===== config.mk =====
export PLATFORM = sky130hd
export DESIGN_NAME = spi_reg_bank
export DESIGN_NICKNAME = d
export VERILOG_FILES = /design/src/rtl/spi_pkg.sv /design/src/rtl/spi_sync_edge.sv /design/src/rtl/spi_reg_bank.sv
export SDC_FILE = /design/constraint.sdc
export NUM_CORES = 1
export LEC_CHECK = 0
export ABC_AREA = 1
export CORE_MARGIN = 10
export CORE_UTILIZATION = 45
export CTS_CLUSTER_SIZE = 16
export DETAILED_ROUTE_END_ITERATION = 6
export PLACE_DENSITY = 0.72
export SYNTH_ARGS = -nofsm -noshare
export SYNTH_HDL_FRONTEND = slang
export SYNTH_SLANG_ARGS = --single-unit
export TNS_END_PERCENT = 5

===== constraint.sdc =====
create_clock -name clk -period 1.7 [get_ports clk]
set_input_delay 0.425 -clock clk [delete_from_list [all_inputs] [get_ports clk]]
set_output_delay 0.425 -clock clk [all_outputs]
set_load 0.01 [all_outputs]

===== src/rtl/spi_pkg.sv =====
// Shared constants and sizing helpers for the SPI register-bank peripheral.
package spi_pkg;

  localparam logic SPI_RD = 1'b0;
  localparam logic SPI_WR = 1'b1;

  function automatic int unsigned frame_w(input int unsigned addr_w, input int unsigned data_w);
    return 1 + addr_w + data_w;
  endfunction

  function automatic int unsigned clog2(input int unsigned v);
    int unsigned r;
    r = 0;
    while ((32'd1 << r) < v) r = r + 1;
    return r;
  endfunction

endpackage


===== src/rtl/spi_sync_edge.sv =====
// Multi-stage synchroniser for an asynchronous pin with registered rise/fall pulses
// taken from the last two stages.
module spi_sync_edge #(
  parameter int unsigned STAGES = 2
) (
  input  logic clk,
  input  logic rst_n,
  input  logic d_i,
  output logic sync_o,
  output logic rise_o,
  output logic fall_o
);

  logic [STAGES-1:0] sync_q;
  logic              rise_q;
  logic              fall_q;

  always_ff @(posedge clk) begin
    if (!rst_n) begin
      sync_q <= '0;
      rise_q <= 1'b0;
      fall_q <= 1'b0;
    end else begin
      sync_q <= {sync_q[STAGES-2:0], d_i};
      rise_q <= sync_q[STAGES-2] & ~sync_q[STAGES-1];
      fall_q <= ~sync_q[STAGES-2] & sync_q[STAGES-1];
    end
  end

  assign sync_o = sync_q[STAGES-1];
  assign rise_o = rise_q;
  assign fall_o = fall_q;

endmodule


===== src/rtl/spi_reg_bank.sv =====
// SPI mode-0 peripheral with a NUM_REGS x DATA_W register file, CIPO read-back
// and write commit on nCS rise after a frame-length check.
module spi_reg_bank
  import spi_pkg::*;
#(
  parameter int unsigned NUM_REGS    = 8,
  parameter int unsigned DATA_W      = 8,
  parameter int unsigned ADDR_W      = 7,
  parameter int unsigned SYNC_STAGES = 2
) (
  input  logic                         clk,
  input  logic                         rst_n,
  input  logic                         SCLK,
  input  logic                         nCS,
  input  logic                         COPI,
  output logic                         CIPO,
  output logic                         cipo_oe,
  output logic [NUM_REGS*DATA_W-1:0]   regs_flat,
  output logic [NUM_REGS-1:0]          wr_strobe,
  output logic                         frame_err
);

  localparam int unsigned FRAME_W = frame_w(ADDR_W, DATA_W);
  localparam int unsigned CNT_W   = clog2(FRAME_W + 2);
  localparam int unsigned IDX_W   = (NUM_REGS > 1) ? clog2(NUM_REGS) : 1;

  logic sclk_s, sclk_rise_p, sclk_fall_p;
  logic cs_s, cs_rise, cs_fall;
  logic [SYNC_STAGES-1:0] copi_q;
  logic copi_s;

  logic [CNT_W-1:0]   cnt_q;
  logic [FRAME_W-1:0] shift_q, shift_d;
  logic [DATA_W-1:0]  shadow_q;
  logic [DATA_W-1:0]  regs_q [NUM_REGS];
  logic [NUM_REGS-1:0] wr_strobe_q, strobe_c;
  logic frame_err_q, cipo_q, cipo_oe_q, in_frame_q;

  spi_sync_edge #(.STAGES(SYNC_STAGES)) u_sclk_sync (
    .clk(clk), .rst_n(rst_n), .d_i(SCLK),
    .sync_o(sclk_s), .rise_o(sclk_rise_p), .fall_o(sclk_fall_p)
  );

  spi_sync_edge #(.STAGES(SYNC_STAGES)) u_cs_sync (
    .clk(clk), .rst_n(rst_n), .d_i(nCS),
    .sync_o(cs_s), .rise_o(cs_rise), .fall_o(cs_fall)
  );

  always_ff @(posedge clk) begin
    if (!rst_n) copi_q <= '0;
    else        copi_q <= {copi_q[SYNC_STAGES-2:0], COPI};
  end
  assign copi_s = copi_q[SYNC_STAGES-1];

  // Frame field decode: committed frame from shift_q, read address from the incoming shift.
  logic              rw_bit, addr_ok, rd_ok, rd_hit, active, sclk_rise, sclk_fall;
  logic [ADDR_W-1:0] addr_f, rd_addr;
  logic [DATA_W-1:0] data_f;

  assign shift_d   = {shift_q[FRAME_W-2:0], copi_s};
  assign rw_bit    = shift_q[FRAME_W-1];
  assign addr_f    = shift_q[DATA_W +: ADDR_W];
  assign data_f    = shift_q[DATA_W-1:0];
  assign addr_ok   = {1'b0, addr_f} < (ADDR_W+1)'(NUM_REGS);
  assign rd_addr   = shift_d[ADDR_W-1:0];
  assign rd_ok     = {1'b0, rd_addr} < (ADDR_W+1)'(NUM_REGS);
  assign rd_hit    = (cnt_q == CNT_W'(ADDR_W)) && (shift_d[ADDR_W] == SPI_RD);
  assign active    = in_frame_q & ~cs_s & ~cs_fall & ~cs_rise;
  assign sclk_rise = sclk_rise_p & sclk_s;
  assign sclk_fall = sclk_fall_p & ~sclk_s;

  always_comb begin
    strobe_c = '0;
    for (int i = 0; i < int'(NUM_REGS); i++) strobe_c[i] = (addr_f == ADDR_W'(i));
  end

  always_ff @(posedge clk) begin
    if (!rst_n) begin
      cnt_q       <= '0;
      shift_q     <= '0;
      shadow_q    <= '0;
      wr_strobe_q <= '0;
      frame_err_q <= 1'b0;
      cipo_q      <= 1'b0;
      cipo_oe_q   <= 1'b0;
      in_frame_q  <= 1'b0;
      for (int i = 0; i < int'(NUM_REGS); i++) regs_q[i] <= '0;
    end else begin
      wr_strobe_q <= '0;
      frame_err_q <= 1'b0;
      cipo_oe_q   <= (in_frame_q | cs_fall) & ~cs_rise;
      if (cs_fall) begin
        in_frame_q <= 1'b1;
        cnt_q      <= '0;
        shift_q    <= '0;
        shadow_q   <= '0;
        cipo_q     <= 1'b0;
      end else if (cs_rise && in_frame_q) begin
        in_frame_q <= 1'b0;
        if (cnt_q != CNT_W'(FRAME_W)) begin
          frame_err_q <= 1'b1;
        end else if (rw_bit == SPI_WR && addr_ok) begin
          regs_q[IDX_W'(addr_f)] <= data_f;
          wr_strobe_q            <= strobe_c;
        end
      end else if (active) begin
        if (sclk_rise) begin
          // Bits past the frame end only park the counter in the overflow state.
          if (cnt_q < CNT_W'(FRAME_W)) begin
            shift_q <= shift_d;
            cnt_q   <= cnt_q + CNT_W'(1);
          end else begin
            cnt_q <= CNT_W'(FRAME_W + 1);
          end
          if (rd_hit) shadow_q <= rd_ok ? regs_q[IDX_W'(rd_addr)] : '0;
        end
        if (sclk_fall) begin
          cipo_q   <= shadow_q[DATA_W-1];
          shadow_q <= shadow_q << 1;
        end
      end
    end
  end

  for (genvar g = 0; g < int'(NUM_REGS); g++) begin : g_flat
    assign regs_flat[g*DATA_W +: DATA_W] = regs_q[g];
  end

  assign CIPO      = cipo_q;
  assign cipo_oe   = cipo_oe_q;
  assign wr_strobe = wr_strobe_q;
  assign frame_err = frame_err_q;

endmodule


==> impl_metrics.ini <==
[placed_design]
gp_congestion = 0.868
placed_area_sq_mm = 0.00610
dp_hpwl_mm = 9.97
place.port_buffers = 79

[worst_setup_path]
crit_path_end_kind = output port
slowest_stage = edfxtp_1
required_ns = 1.27
cp_max_fo = 2
slowest_delay_ns = 0.47
worstPathArrival_ns = 1.27
cp_top_family = flip-flops
cp_cell_sequence = clkdlybuf4s15_2
path_buf_inv = 1
worstSetupPathType = flop to output port
critPathLaunchType = flop

[timing]
setup_viol = 0
skew_ns = 0.00935
slew_viol_final = 0
fmax_mhz = 591
period_share_pct = 99.5
hold_viol_final = 0
max_slew_margin_pct = 67.7
post-route-min-period_ns = 1.69
worst_pin_slew_ns = 0.484

[synthesis]
synth-seq-area-share_pct = 59.8
yosys_warnings = 0
syn_avg_cell_area_sq_um = 8.73
synthesis.nets = 571
ys_seq_elements = 115
syn_area_sq_mm = 0.00492
yosysUniqueCellTypes = 23
syn_inst = 564

[job]
max-cap-violations = 0

[clock_tree]
clock_latency_ns = 0.53
clkTransAtPathRegs_ns = 0.06
cts_tree = done
clock_sinks = 115
ctsHoldBuffers = 0
cts_inserted_buffers = 17
h-tree-depth = 4
cts_root_buffer = clkbuf_8
cts_max_path_buffers = 2

[grt]
antenna_found_initial = 0
gr-usage-all-layers_pct = 18.1
grt_first_pass_wirelength_mm = 22.4
grt_remaining_overflow = 0
grt_max_degree = 34
grt_pass1_vias = 4176

[cells_and_area]
final_area_sq_mm = 0.00670
final_cell_mix = nand2_1, nor2_1, edfxtp_1, dlygate4sd2_1, inv_1
final_common_cell = nand2_1
areaGrowthSynthToFinish_pct = 36.1
final_util_pct = 62.1
nets = 685
diodes = 0
final_layout_size_suffix_gt1_share_pct = 14.2

[route]
drt-vias-per-instance = 5.08
drtAntennaViolNets = 0
wl_met1_mm = 5.93
routed_wl_mm = 14.2
drt_iter0_markers = 350
route.met3.wl_mm = 1.05
wl_per_cell_microns = 17.1
vias = 4221
dr.max_layer_used = met4
drt_pass1_iterations = 5
wl_met2_mm = 6.83
drcViolationCount = 0

[floorplanning]
io_pins = 80
start_util_pct = 45.6
die_height_microns = 125
die_w_microns = 125
rows = 38
coreArea_sq_mm = 0.0108
dieArea_sq_mm = 0.0155

[pwr]
p_leak_uw = 0.00311
p_comb_share_pct = 4.7
vdd_drop_max_mv = 0.721
swShare_pct = 21.5
p_clk_share_pct = 50.6
switchingPower_uw = 1470
seqPwrFrac_pct = 44.7
power_density_mw_per_mm2 = 1010
p_int_uw = 5340

[min_path]
hold_class = input pin to flop

[outcome]
status = finished, final reports clean
routing by layer:
layer	up-vias	GRT usage (%)
li1	2034	-
met1	1997	22.4
met2	156	28.8
met3	34	4.77
met4	0	8.84
met5	-	0
cell usage after synthesis (all sizes together):
cell type	n	area, sq um
a21oi	34	170
dfxtp	51	1020
buf	8	37.5
clkinv	7	26.3
nor2	97	418
clkbuf	13	48.8
nand4	1	6.26
nand3	44	230
o21ai	18	90.1
xor2	1	8.76
nand3b	1	7.51
nand2	162	676
edfxtp	64	1920
a31oi	1	6.26
ha	2	25.0
inv	56	210
nor3	4	20.0
power groups by stage:
| stage | combinational (uW) | clock (uW) | sequential, uW |
|---|---|---|---|
| floorplan | 131 | 0 | 3110 |
| global placement | 338 | 0 | 3090 |
| detailed placement | 343 | 0 | 3100 |
| CTS | 316 | 3470 | 3040 |
| global route | 353 | 3600 | 3040 |
| finish | 320 | 3440 | 3040 |
area by class of cell:
cell class	count	area [sq um]
fillers	908	4090
flip-flops and latches	115	2940
multi-input cells	365	1740
repair buffers	116	1040
clock buffers	21	429
inverters	63	236
well taps	140	175
clock inverters	11	138
flip-flops by register name (all words and copies together) (netlist names):
register / count
frame_err: 1
shift_q: 16
u_cs_sync.rise_o: 1
u_sclk_sync.rise_o: 1
wr_strobe: 8
u_cs_sync.fall_o: 1
cipo_oe: 1
shadow_q: 8
cnt_q: 5
u_sclk_sync.fall_o: 1
u_sclk_sync.sync_q: 2
copi_q: 2
CIPO: 1
regs_q: 64
u_cs_sync.sync_q: 2
in_frame_q: 1
logic make-up after synthesis:
family,after synthesis,synth area share [%]
AOI/OAI and AO/OA,53,5.41
xor gates and xnor gates,1,0.178
adders and majority gates,2,0.508
buffers and inverters,84,6.56
DFF,115,59.8
and+or+nand+nor,309,27.6
final timing paths:
| check | from | endpoint | slack (ns) | cells past startpoint |
|---|---|---|---|---|
| max | regs_q[2][1]$_SDFFCE_PN0P_ | regs_flat[17] | 0.009 | 1 |
| min | rst_n | u_sclk_sync.fall_o$_SDFF_PN0_ | 0.38 | 4 |
| max reg2reg | cnt_q[1]$_SDFFE_PP0P_ | regs_q[0][3]$_SDFFCE_PN0P_ | 0.05 | 9 |
| min reg2reg | u_cs_sync.sync_q[1]$_SDFF_PN0_ | u_cs_sync.rise_o$_SDFF_PN0_ | 0.41 | 1 |
through the flow:
stage	setup TNS, ns	setup WS (ns)	instances	hold slack (ns)	total power (uW)
detailed placement	-58.04	-0.571	797	0.403	3440
finish	0	0.00856	831	0.382	6800
global placement	-55.13	-0.532	797	0.396	3430
global route	-0.170	-0.0168	831	0.407	6990
CTS	-0.00202	-0.00202	831	0.410	6820
floorplan	-0.324	-0.00675	564	0.390	3240
what timing repair did:
action | in CTS | in global routing
endpoints found under the setup margin | 139 | 86
pin swaps | 0 | 5
buffers inserted | 2 | 0
resized for setup | 90 | 27
Note: power is estimated with default switching activity, not from simulation.
